--- src/rtl/axi4_lite_pkg.sv ---
// Shared AXI4-Lite definitions: response codes and the controller state encoding.
package axi4_lite_pkg;

    localparam logic [1:0] AXI_RESP_OKAY   = 2'b00;
    localparam logic [1:0] AXI_RESP_EXOKAY = 2'b01;
    localparam logic [1:0] AXI_RESP_SLVERR = 2'b10;
    localparam logic [1:0] AXI_RESP_DECERR = 2'b11;

    localparam logic [1:0] STATE_IDLE = 2'd0;
    localparam logic [1:0] STATE_WR   = 2'd1;
    localparam logic [1:0] STATE_RD   = 2'd2;
    localparam logic [1:0] STATE_RSP  = 2'd3;

    typedef enum logic [1:0] {
        ST_IDLE = STATE_IDLE,
        ST_WR   = STATE_WR,
        ST_RD   = STATE_RD,
        ST_RSP  = STATE_RSP
    } axi_state_e;

    // EXOKAY is not expected from an AXI4-Lite slave, so it counts as an error too.
    function automatic logic resp_is_err(input logic [1:0] resp);
        return resp != AXI_RESP_OKAY;
    endfunction

endpackage

--- src/rtl/axi4_lite_chan_reg.sv ---
// Valid-hold register for one AXI request channel: loads a payload, holds it
// stable with valid asserted, and drops valid on the ready handshake.
module axi4_lite_chan_reg #(
    parameter int width = 32
) (
    input  logic             clk,
    input  logic             reset,
    input  logic             load,
    input  logic [width-1:0] din,
    input  logic             ready,
    output logic             valid,
    output logic [width-1:0] dout
);

    always_ff @(posedge clk) begin
        if (reset) begin
            valid <= 1'b0;
            dout  <= '0;
        end else if (load) begin
            valid <= 1'b1;
            dout  <= din;
        end else if (valid && ready) begin
            valid <= 1'b0;
        end
    end

endmodule

--- src/rtl/axi4_lite_master_ctrl.sv ---
// AXI4-Lite initiator: one local command at a time becomes one AXI write or read,
// and the slave's answer is returned as a single response word.
//
// state | meaning
// IDLE  | cmd_ready high, waiting for a command
// WR    | AW/W pending or done, waiting for B
// RD    | AR pending or done, waiting for R
// RSP   | response held on rsp_* until rsp_ready
module axi4_lite_master_ctrl
    import axi4_lite_pkg::*;
#(
    parameter int         addr_width    = 12,
    parameter logic [2:0] prot_value    = 3'b000,
    parameter int         err_cnt_width = 16
) (
    input  logic                     m_axi_aclk,
    input  logic                     m_axi_areset,
    input  logic                     cmd_valid,
    output logic                     cmd_ready,
    input  logic                     cmd_we,
    input  logic [addr_width-1:0]    cmd_addr,
    input  logic [31:0]              cmd_wdata,
    input  logic [3:0]               cmd_wstrb,
    output logic                     rsp_valid,
    input  logic                     rsp_ready,
    output logic [31:0]              rsp_rdata,
    output logic [1:0]               rsp_resp,
    output logic                     busy,
    output logic [err_cnt_width-1:0] err_cnt,
    output logic [addr_width-1:0]    m_axi_awaddr,
    output logic [2:0]               m_axi_awprot,
    output logic                     m_axi_awvalid,
    input  logic                     m_axi_awready,
    output logic [31:0]              m_axi_wdata,
    output logic [3:0]               m_axi_wstrb,
    output logic                     m_axi_wvalid,
    input  logic                     m_axi_wready,
    input  logic [1:0]               m_axi_bresp,
    input  logic                     m_axi_bvalid,
    output logic                     m_axi_bready,
    output logic [addr_width-1:0]    m_axi_araddr,
    output logic [2:0]               m_axi_arprot,
    output logic                     m_axi_arvalid,
    input  logic                     m_axi_arready,
    input  logic [31:0]              m_axi_rdata,
    input  logic [1:0]               m_axi_rresp,
    input  logic                     m_axi_rvalid,
    output logic                     m_axi_rready
);

    localparam logic [err_cnt_width-1:0] err_one = {{(err_cnt_width-1){1'b0}}, 1'b1};

    axi_state_e state;
    logic       accept;
    logic       aw_pend_nxt, w_pend_nxt, ar_pend_nxt;

    assign accept       = (state == ST_IDLE) && cmd_ready && cmd_valid;
    assign busy         = (state != ST_IDLE);
    assign m_axi_awprot = prot_value;
    assign m_axi_arprot = prot_value;

    // Pending flags as they will be after this edge; lets bready/rready be registered
    // yet rise in the cycle right after the last request handshake.
    assign aw_pend_nxt = m_axi_awvalid && !m_axi_awready;
    assign w_pend_nxt  = m_axi_wvalid && !m_axi_wready;
    assign ar_pend_nxt = m_axi_arvalid && !m_axi_arready;

    axi4_lite_chan_reg #(.width(addr_width)) u_aw (
        .clk   (m_axi_aclk),
        .reset (m_axi_areset),
        .load  (accept && cmd_we),
        .din   (cmd_addr),
        .ready (m_axi_awready),
        .valid (m_axi_awvalid),
        .dout  (m_axi_awaddr)
    );

    axi4_lite_chan_reg #(.width(36)) u_w (
        .clk   (m_axi_aclk),
        .reset (m_axi_areset),
        .load  (accept && cmd_we),
        .din   ({cmd_wstrb, cmd_wdata}),
        .ready (m_axi_wready),
        .valid (m_axi_wvalid),
        .dout  ({m_axi_wstrb, m_axi_wdata})
    );

    axi4_lite_chan_reg #(.width(addr_width)) u_ar (
        .clk   (m_axi_aclk),
        .reset (m_axi_areset),
        .load  (accept && !cmd_we),
        .din   (cmd_addr),
        .ready (m_axi_arready),
        .valid (m_axi_arvalid),
        .dout  (m_axi_araddr)
    );

    always_ff @(posedge m_axi_aclk) begin
        if (m_axi_areset) begin
            state        <= ST_IDLE;
            cmd_ready    <= 1'b0;
            m_axi_bready <= 1'b0;
            m_axi_rready <= 1'b0;
            rsp_valid    <= 1'b0;
            rsp_rdata    <= '0;
            rsp_resp     <= '0;
            err_cnt      <= '0;
        end else begin
            case (state)
                ST_IDLE: begin
                    cmd_ready <= 1'b1;
                    if (accept) begin
                        cmd_ready <= 1'b0;
                        state     <= cmd_we ? ST_WR : ST_RD;
                    end
                end
                ST_WR: begin
                    m_axi_bready <= !aw_pend_nxt && !w_pend_nxt;
                    if (m_axi_bvalid && m_axi_bready) begin
                        m_axi_bready <= 1'b0;
                        rsp_rdata    <= '0;
                        rsp_resp     <= m_axi_bresp;
                        rsp_valid    <= 1'b1;
                        if (resp_is_err(m_axi_bresp) && (err_cnt != '1))
                            err_cnt <= err_cnt + err_one;
                        state <= ST_RSP;
                    end
                end
                ST_RD: begin
                    m_axi_rready <= !ar_pend_nxt;
                    if (m_axi_rvalid && m_axi_rready) begin
                        m_axi_rready <= 1'b0;
                        rsp_rdata    <= m_axi_rdata;
                        rsp_resp     <= m_axi_rresp;
                        rsp_valid    <= 1'b1;
                        if (resp_is_err(m_axi_rresp) && (err_cnt != '1))
                            err_cnt <= err_cnt + err_one;
                        state <= ST_RSP;
                    end
                end
                ST_RSP: begin
                    if (rsp_ready) begin
                        rsp_valid <= 1'b0;
                        cmd_ready <= 1'b1;
                        state     <= ST_IDLE;
                    end
                end
                default: state <= ST_IDLE;
            endcase
        end
    end

endmodule

--- config.mk ---
export PLATFORM = sky130hd
export DESIGN_NAME = axi4_lite_master_ctrl
export DESIGN_NICKNAME = d
export VERILOG_FILES = /design/src/rtl/axi4_lite_pkg.sv /design/src/rtl/axi4_lite_chan_reg.sv /design/src/rtl/axi4_lite_master_ctrl.sv
export SDC_FILE = /design/constraint.sdc
export NUM_CORES = 1
export LEC_CHECK = 0
export BUFFER_PORTS_ARGS = -buffer_cell sky130_fd_sc_hd__clkbuf_2
export CELL_PAD_IN_SITES_DETAIL_PLACEMENT = 0
export CELL_PAD_IN_SITES_GLOBAL_PLACEMENT = 1
export CORE_ASPECT_RATIO = 0.7
export CORE_MARGIN = 2
export CORE_UTILIZATION = 29
export CTS_CLUSTER_DIAMETER = 150
export DETAILED_ROUTE_END_ITERATION = 8
export HOLD_SLACK_MARGIN = 0.12
export PLACE_DENSITY_LB_ADDON = 0.1
export SLEW_MARGIN = 20
export SYNTH_ARGS = -nofsm -noshare
export SYNTH_HDL_FRONTEND = slang
export SYNTH_SLANG_ARGS = --single-unit
--- constraint.sdc ---
create_clock -name m_axi_aclk -period 2.19 [get_ports m_axi_aclk]
set_clock_uncertainty 0.05 [all_clocks]
set_input_delay 0.3285 -clock m_axi_aclk [delete_from_list [all_inputs] [get_ports m_axi_aclk]]
set_output_delay 0.3285 -clock m_axi_aclk [all_outputs]
set_load 0.03 [all_outputs]
==> impl_metrics.json, run 1 <==
{
  "cap_violations": 0,
  "worstPathCellList": "inv_1 -> ha_2 -> a22oi_4 -> o2111ai_4 -> buf_4 -> or4_1 -> a21oi_1",
  "area_delta_synth_final_pct": 60.3,
  "async_reset_ff_share_pct": 0,
  "cp.arrival_ns": 2.40,
  "final_area_mm2": 0.00759,
  "critPathKind": "register to register",
  "cpMaxStageDelayCell": "or4_1",
  "grt_pass1_wl_um": 24100,
  "dieWidth_um": 157,
  "initial_core_util_pct": 29.3,
  "reg2reg_depth": 7,
  "ys.flop_type": "dfxtp_1",
  "postRouteAntennaNets": 0,
  "synth_top_area_share_pct": 50.3,
  "instances_no_fill": 1115,
  "min_path_cells": 3,
  "fin_setup_tns_ns": 0,
  "boundaryPins": 218,
  "synth_edf_count": 0,
  "gr-total-overflow": 0,
  "ys_ff_latch": 119,
  "nets": 977,
  "cts-root-buf": "clkbuf_16",
  "coreArea_mm2": 0.0162,
  "outcome": "complete, no violations",
  "place.gp.congestion": 0.727,
  "min_path_type": "primary input to register",
  "ys_seq_area_share_pct": 50.3,
  "cts_made_buffers": 17,
  "die-area_mm2": 0.0174,
  "antenna_found_initial": 0,
  "h-tree-depth": 4,
  "syn_area_mm2": 0.00473,
  "netlist_top_cells_area": "dfxtp_1 (50%), nand2_1 (13%), a21oi_1 (12%), nand3_1 (4.4%), clkbuf_1 (2.1%)",
  "drt_wl_total_um": 15600,
  "crit_path_max_fanout": 5,
  "setup_violations": 0,
  "fin_crit_sh_pct": 96.3,
  "diodes": 0,
  "drtIter0Drc": 283,
  "cts_tree": "built",
  "fillers": 1604,
  "place_ws_ns": -0.0265,
  "synth.distinct_cells": 42,
  "synthCells": 579,
  "cp-start-kind": "register",
  "placed_cells": 1003,
  "die_y_um": 111,
  "num_vias": 5124,
  "cts_sinks": 119,
  "finalMaxSlewViolations": 0,
  "place_area_mm2": 0.00612,
  "p_leak_uw": 0.00316,
  "max_freq_mhz": 474,
  "numPortBuffers": 211,
  "final_util_pct": 47.0,
  "min_period_ns": 2.11,
  "clock_latency_ns": 0.41,
  "cts.path.max_buffers": 2,
  "yosys_warnings": 0,
  "vias_per_cell": 4.60,
  "rows": 39,
  "hold_violations": 0,
  "grt_max_degree": 53,
  "setup_ws_ns": 0.0813,
  "wl_per_cell_um": 14.0,
  "clk_pin_slew_ns": 0.06,
  "power-per-cell-area_mw_per_mm2": 1080,
  "ir_drop_mv": 0.497,
  "cp-end-kind": "register",
  "drive_above_1_share_pct": 33.6,
  "slowest_delay_ns": 0.49,
  "avgSynthCellArea_um2": 8.18,
  "drc": 0,
  "grt_usage_pct": 17.4,
  "yosys.area.top_type": "dfxtp_1",
  "dp.final_hpwl_um": 10300,
  "grt_pass1_vias": 4769,
  "firstDrtPassIters": 5,
  "required_ns": 2.48
}
## worst paths after layout
check | from | endpoint | slack (ns)
min | m_axi_rdata[14] | rsp_rdata[14] | 0.14
max reg2reg | state[0] | err_cnt[3] | 0.08
max | state[0] | err_cnt[3] | 0.08
min reg2reg | rsp_rdata[9] | rsp_rdata[9] | 0.40
## flip-flops by register name, indices dropped and copies added (netlist names)
signal	count
u_aw.dout	12
err_cnt	16
rsp_resp	2
m_axi_bready	1
rsp_valid	1
state	2
u_w.valid	1
u_aw.valid	1
cmd_ready	1
rsp_rdata	32
u_w.dout	36
u_ar.dout	12
m_axi_rready	1
u_ar.valid	1
## cell families after synthesis
kind of cell             after synthesis  share of synthesized area [%]
flip-flops                           119                           50.3
adder cells (fa/ha/maj)                6                           1.59
AND/OR/NAND/NOR                      253                           24.2
AO/OA/AOI/OAI                        140                           16.8
other                                  1                         0.0792
buffers and inverters                 56                           6.13
multiplexers                           4                          0.872
## synth_stat cells, types with 2 or more instances
cell type      instances
nand3_1               42
nand2b_1               5
dlygate4sd1_1          2
dfxtp_1              119
and3_1                 3
or3_1                  2
and4_2                 2
nor2_1                10
ha_1                   6
o21ai_0                3
buf_1                  2
buf_4                  7
inv_1                  8
a211oi_1               2
buf_2                  5
clkbuf_1              27
or4_1                 13
buf_6                  5
mux2i_1                3
a21oi_1              114
nand4_1                4
o31ai_1               13
nand2_1              163
## worst max-delay path, delay by kind of cell (launching register included)
family / cells / cell delay [ns]
adders and majority gates: 1 / 0.22
buffers and inverters: 2 / 0.28
AOI/OAI and AO/OA: 3 / 0.65
and+or+nand+nor: 1 / 0.49
DFF: 1 / 0.36
## layout by cell type (no fill, tap or decap), types with 4 or more instances in the layout
master / instances
clkbuf_2: 210
nand2_1: 163
dfxtp_1: 118
a21oi_1: 114
dlygate4sd3_1: 72
nand3_1: 42
buf_4: 33
clkbuf_16: 17
o31ai_1: 13
or4_1: 11
nor2_1: 9
inv_1: 8
conb_1: 6
nand2b_1: 5
nand4_1: 4
ha_1: 4
clkinvlp_4: 4
bufinv_16: 4
buf_12: 4
## where the power goes
part	internal, uW	leakage (uW)	switching [uW]	total (uW)
combinational	1000	0.00191	1770	2780
clock	1900	0.000286	1010	2910
sequential	2370	0.000963	109	2480
## repair_timing
action,4_1_cts,5_1_grt
endpoints found under the hold margin,84,0
endpoints found under the setup margin,1,17
pin swaps,0,3
gates resized for setup,1,9
cloned,0,2
buffers inserted,0,6
hold buffers,72,0
## layer usage
metal,vias to the layer above,GRT usage (%),part of all wire (%)
met1,2349,23.1,47
met3,23,5.75,7.5
met4,0,7.46,1.7
li1,2577,-,-
met2,175,25.7,44
met5,-,0,0
## metrics by stage
stage | power, uW | hold slack (ns)
global route | 8610 | 0.128
detailed placement | 4910 | 0.394
finish | 8170 | 0.140
floorplan | 4110 | 0.412
CTS | 7970 | 0.121
global placement | 4860 | 0.388
## layout make-up
type,count,area [um^2],share of cell area (%)
Inverter,8,30.0,0.396
Sequential cell,119,2380,31.4
Clock buffer,20,437,5.76
Timing Repair Buffer,320,2100,27.7
Tap cell,225,282,3.71
Clock inverter,12,178,2.34
Multi-Input combinational cell,411,2170,28.6
(Power assumes the default switching activity.)
==> inputs of run 2 (changes only) <==
- SETUP_SLACK_MARGIN: default -> 0.15
==> run 2 against run 1 <==
  * Total power shrank 2.2%
  * Die area unchanged
  * Sequential power hardly changed
  * Via count fell by 2.1%
  * Cell area about the same
  * First-iteration DRC count fell by 0.71%
  * Hold slack worse by 0.0016 ns
  * Largest cell class unchanged
  * Utilization is essentially flat
  * Global-route usage fell by 0.083 points
==> impl_metrics.json, run 2 (same netlist as run 1, synthesis figures left out) <==
{
  "cpMaxStageDelayCell": "dfxtp_4",
  "slowest_delay_ns": 0.36,
  "grt_pass1_vias": 4753,
  "cts-root-buf": "clkbuf_16",
  "crit_path_max_fanout": 6,
  "p_leak_uw": 0.00312,
  "cp.arrival_ns": 2.27,
  "die-area_mm2": 0.0174,
  "numPortBuffers": 211,
  "cp-start-kind": "register",
  "r2r_setup_slack_ns": 0.21,
  "cp-end-kind": "register",
  "hold_violations": 0,
  "coreArea_mm2": 0.0162,
  "die_y_um": 111,
  "antenna_found_initial": 0,
  "num_vias": 5018,
  "setup_violations": 0,
  "cts_sinks": 119,
  "cts_tree": "built",
  "cpLargestDelayFamily": "compound AO/OA/AOI/OAI gates",
  "drc": 0,
  "required_ns": 2.48,
  "rsz0062_at_grt": "false",
  "min_period_ns": 1.98,
  "min_path_type": "primary input to register",
  "reg2reg_depth": 7,
  "grt_pass1_wl_um": 23900,
  "final_common_cell": "clkbuf_2",
  "regToRegStartpoint": "state[0]",
  "startpoint": "state[0]",
  "rows": 39,
  "ir_drop_mv": 0.492,
  "vias_per_cell": 4.56,
  "firstDrtPassIters": 4,
  "cp-endpoint": "err_cnt[0]",
  "reg_top3": "u_w.dout (36), rsp_rdata (32), err_cnt (16)",
  "gr-total-overflow": 0,
  "cap_violations": 0,
  "diodes": 0,
  "fin_crit_sh_pct": 90.4,
  "finalMaxSlewViolations": 0,
  "r2r_end": "err_cnt[0]",
  "clk_pin_slew_ns": 0.06,
  "h-tree-depth": 4,
  "largest_reg_flops": 36,
  "grt_max_degree": 75,
  "p_total_uw": 7990,
  "outcome": "complete, no violations",
  "dp.final_hpwl_um": 9840,
  "postRouteAntennaNets": 0,
  "final_util_pct": 47.0,
  "area_delta_synth_final_pct": 60.2,
  "cts.path.max_buffers": 2,
  "final_cell_mix": "clkbuf_2 (210), nand2_1 (163), dfxtp_1 (115)",
  "cts_made_buffers": 17,
  "worstPathCellList": "inv_2 -> ha_4 -> a22oi_4 -> o2111ai_4 -> buf_6 -> or3_4 -> a21oi_2",
  "regMostFlops": "u_w.dout",
  "max_freq_mhz": 505,
  "drive_above_1_share_pct": 33.9,
  "critPathBufInv": 2,
  "power-per-cell-area_mw_per_mm2": 1050,
  "boundaryPins": 218,
  "initial_core_util_pct": 29.3,
  "place.gp.congestion": 0.774,
  "place_area_mm2": 0.00605,
  "drt_wl_total_um": 15100,
  "grt_usage_pct": 17.3,
  "cp_num_cells": 7,
  "fin_setup_tns_ns": 0,
  "nets": 964,
  "drtIter0Drc": 281,
  "clock_latency_ns": 0.41,
  "wl_per_cell_um": 13.7,
  "critPathKind": "register to register",
  "dieWidth_um": 157,
  "final_area_mm2": 0.00758
}
[run 2: what timing repair did]
action                                  4_1_cts  5_1_grt
buffers inserted                              2        2
gates cloned                                  2        0
resized for setup                            11       19
hold buffers                                 75        0
hold endpoints to repair                     90        0
endpoints found under the setup margin       16       22
pin swaps                                     4       12
[run 2: final cells by class]
type | instances | area [um^2]
Fill cell | 1589 | 8570
Inverter | 8 | 30.0
Tap cell | 225 | 282
Clock buffer | 21 | 460
Multi-Input combinational cell | 411 | 2230
Sequential cell | 119 | 2390
Clock inverter | 10 | 128
Timing Repair Buffer | 307 | 2060
[run 2: worst min path at each step]
stage                    start            end  slack [ns]  cells after the start
2_1_floorplan     cmd_addr[11]  u_ar.dout[11]        0.41                      2
3_5_place_dp     rsp_rdata[11]  rsp_rdata[11]        0.40                      2
6_report       m_axi_rdata[14]  rsp_rdata[14]        0.14                      3
5_1_grt        m_axi_rdata[22]  rsp_rdata[22]        0.13                      3
3_3_place_gp     rsp_rdata[19]  rsp_rdata[19]        0.39                      2
4_1_cts        m_axi_rdata[15]  rsp_rdata[15]        0.12                      3
[run 2: tightest hold or removal path, stage by stage]
cell	delay (ns)
clkbuf_2	0.08
nand3_1	0.08
a21oi_1	0.06
[run 2: metal layers]
| layer | vias to the layer above | part of all wire [%] | track usage (%) |
|---|---|---|---|
| met5 | - | 0 | 0 |
| met4 | 0 | 0.97 | 5.38 |
| met3 | 13 | 6.9 | 5.86 |
| met2 | 161 | 45 | 26.9 |
| met1 | 2300 | 47 | 22.6 |
| li1 | 2544 | - | - |
[run 2: report_power, final]
part | internal [uW] | switching [uW]
clock network | 1830 | 964
registers | 2380 | 131
logic | 961 | 1720
[run 2: per-stage QoR]
step | hold slack [ns] | setup slack, ns | std cells
after CTS | 0.121 | 0.155 | 1099
after global placement | 0.387 | 0.0351 | 989
after detailed placement | 0.395 | -0.0863 | 989
after floorplan | 0.412 | 0.154 | 584
after global routing | 0.126 | 0.135 | 1101
final | 0.138 | 0.210 | 1101
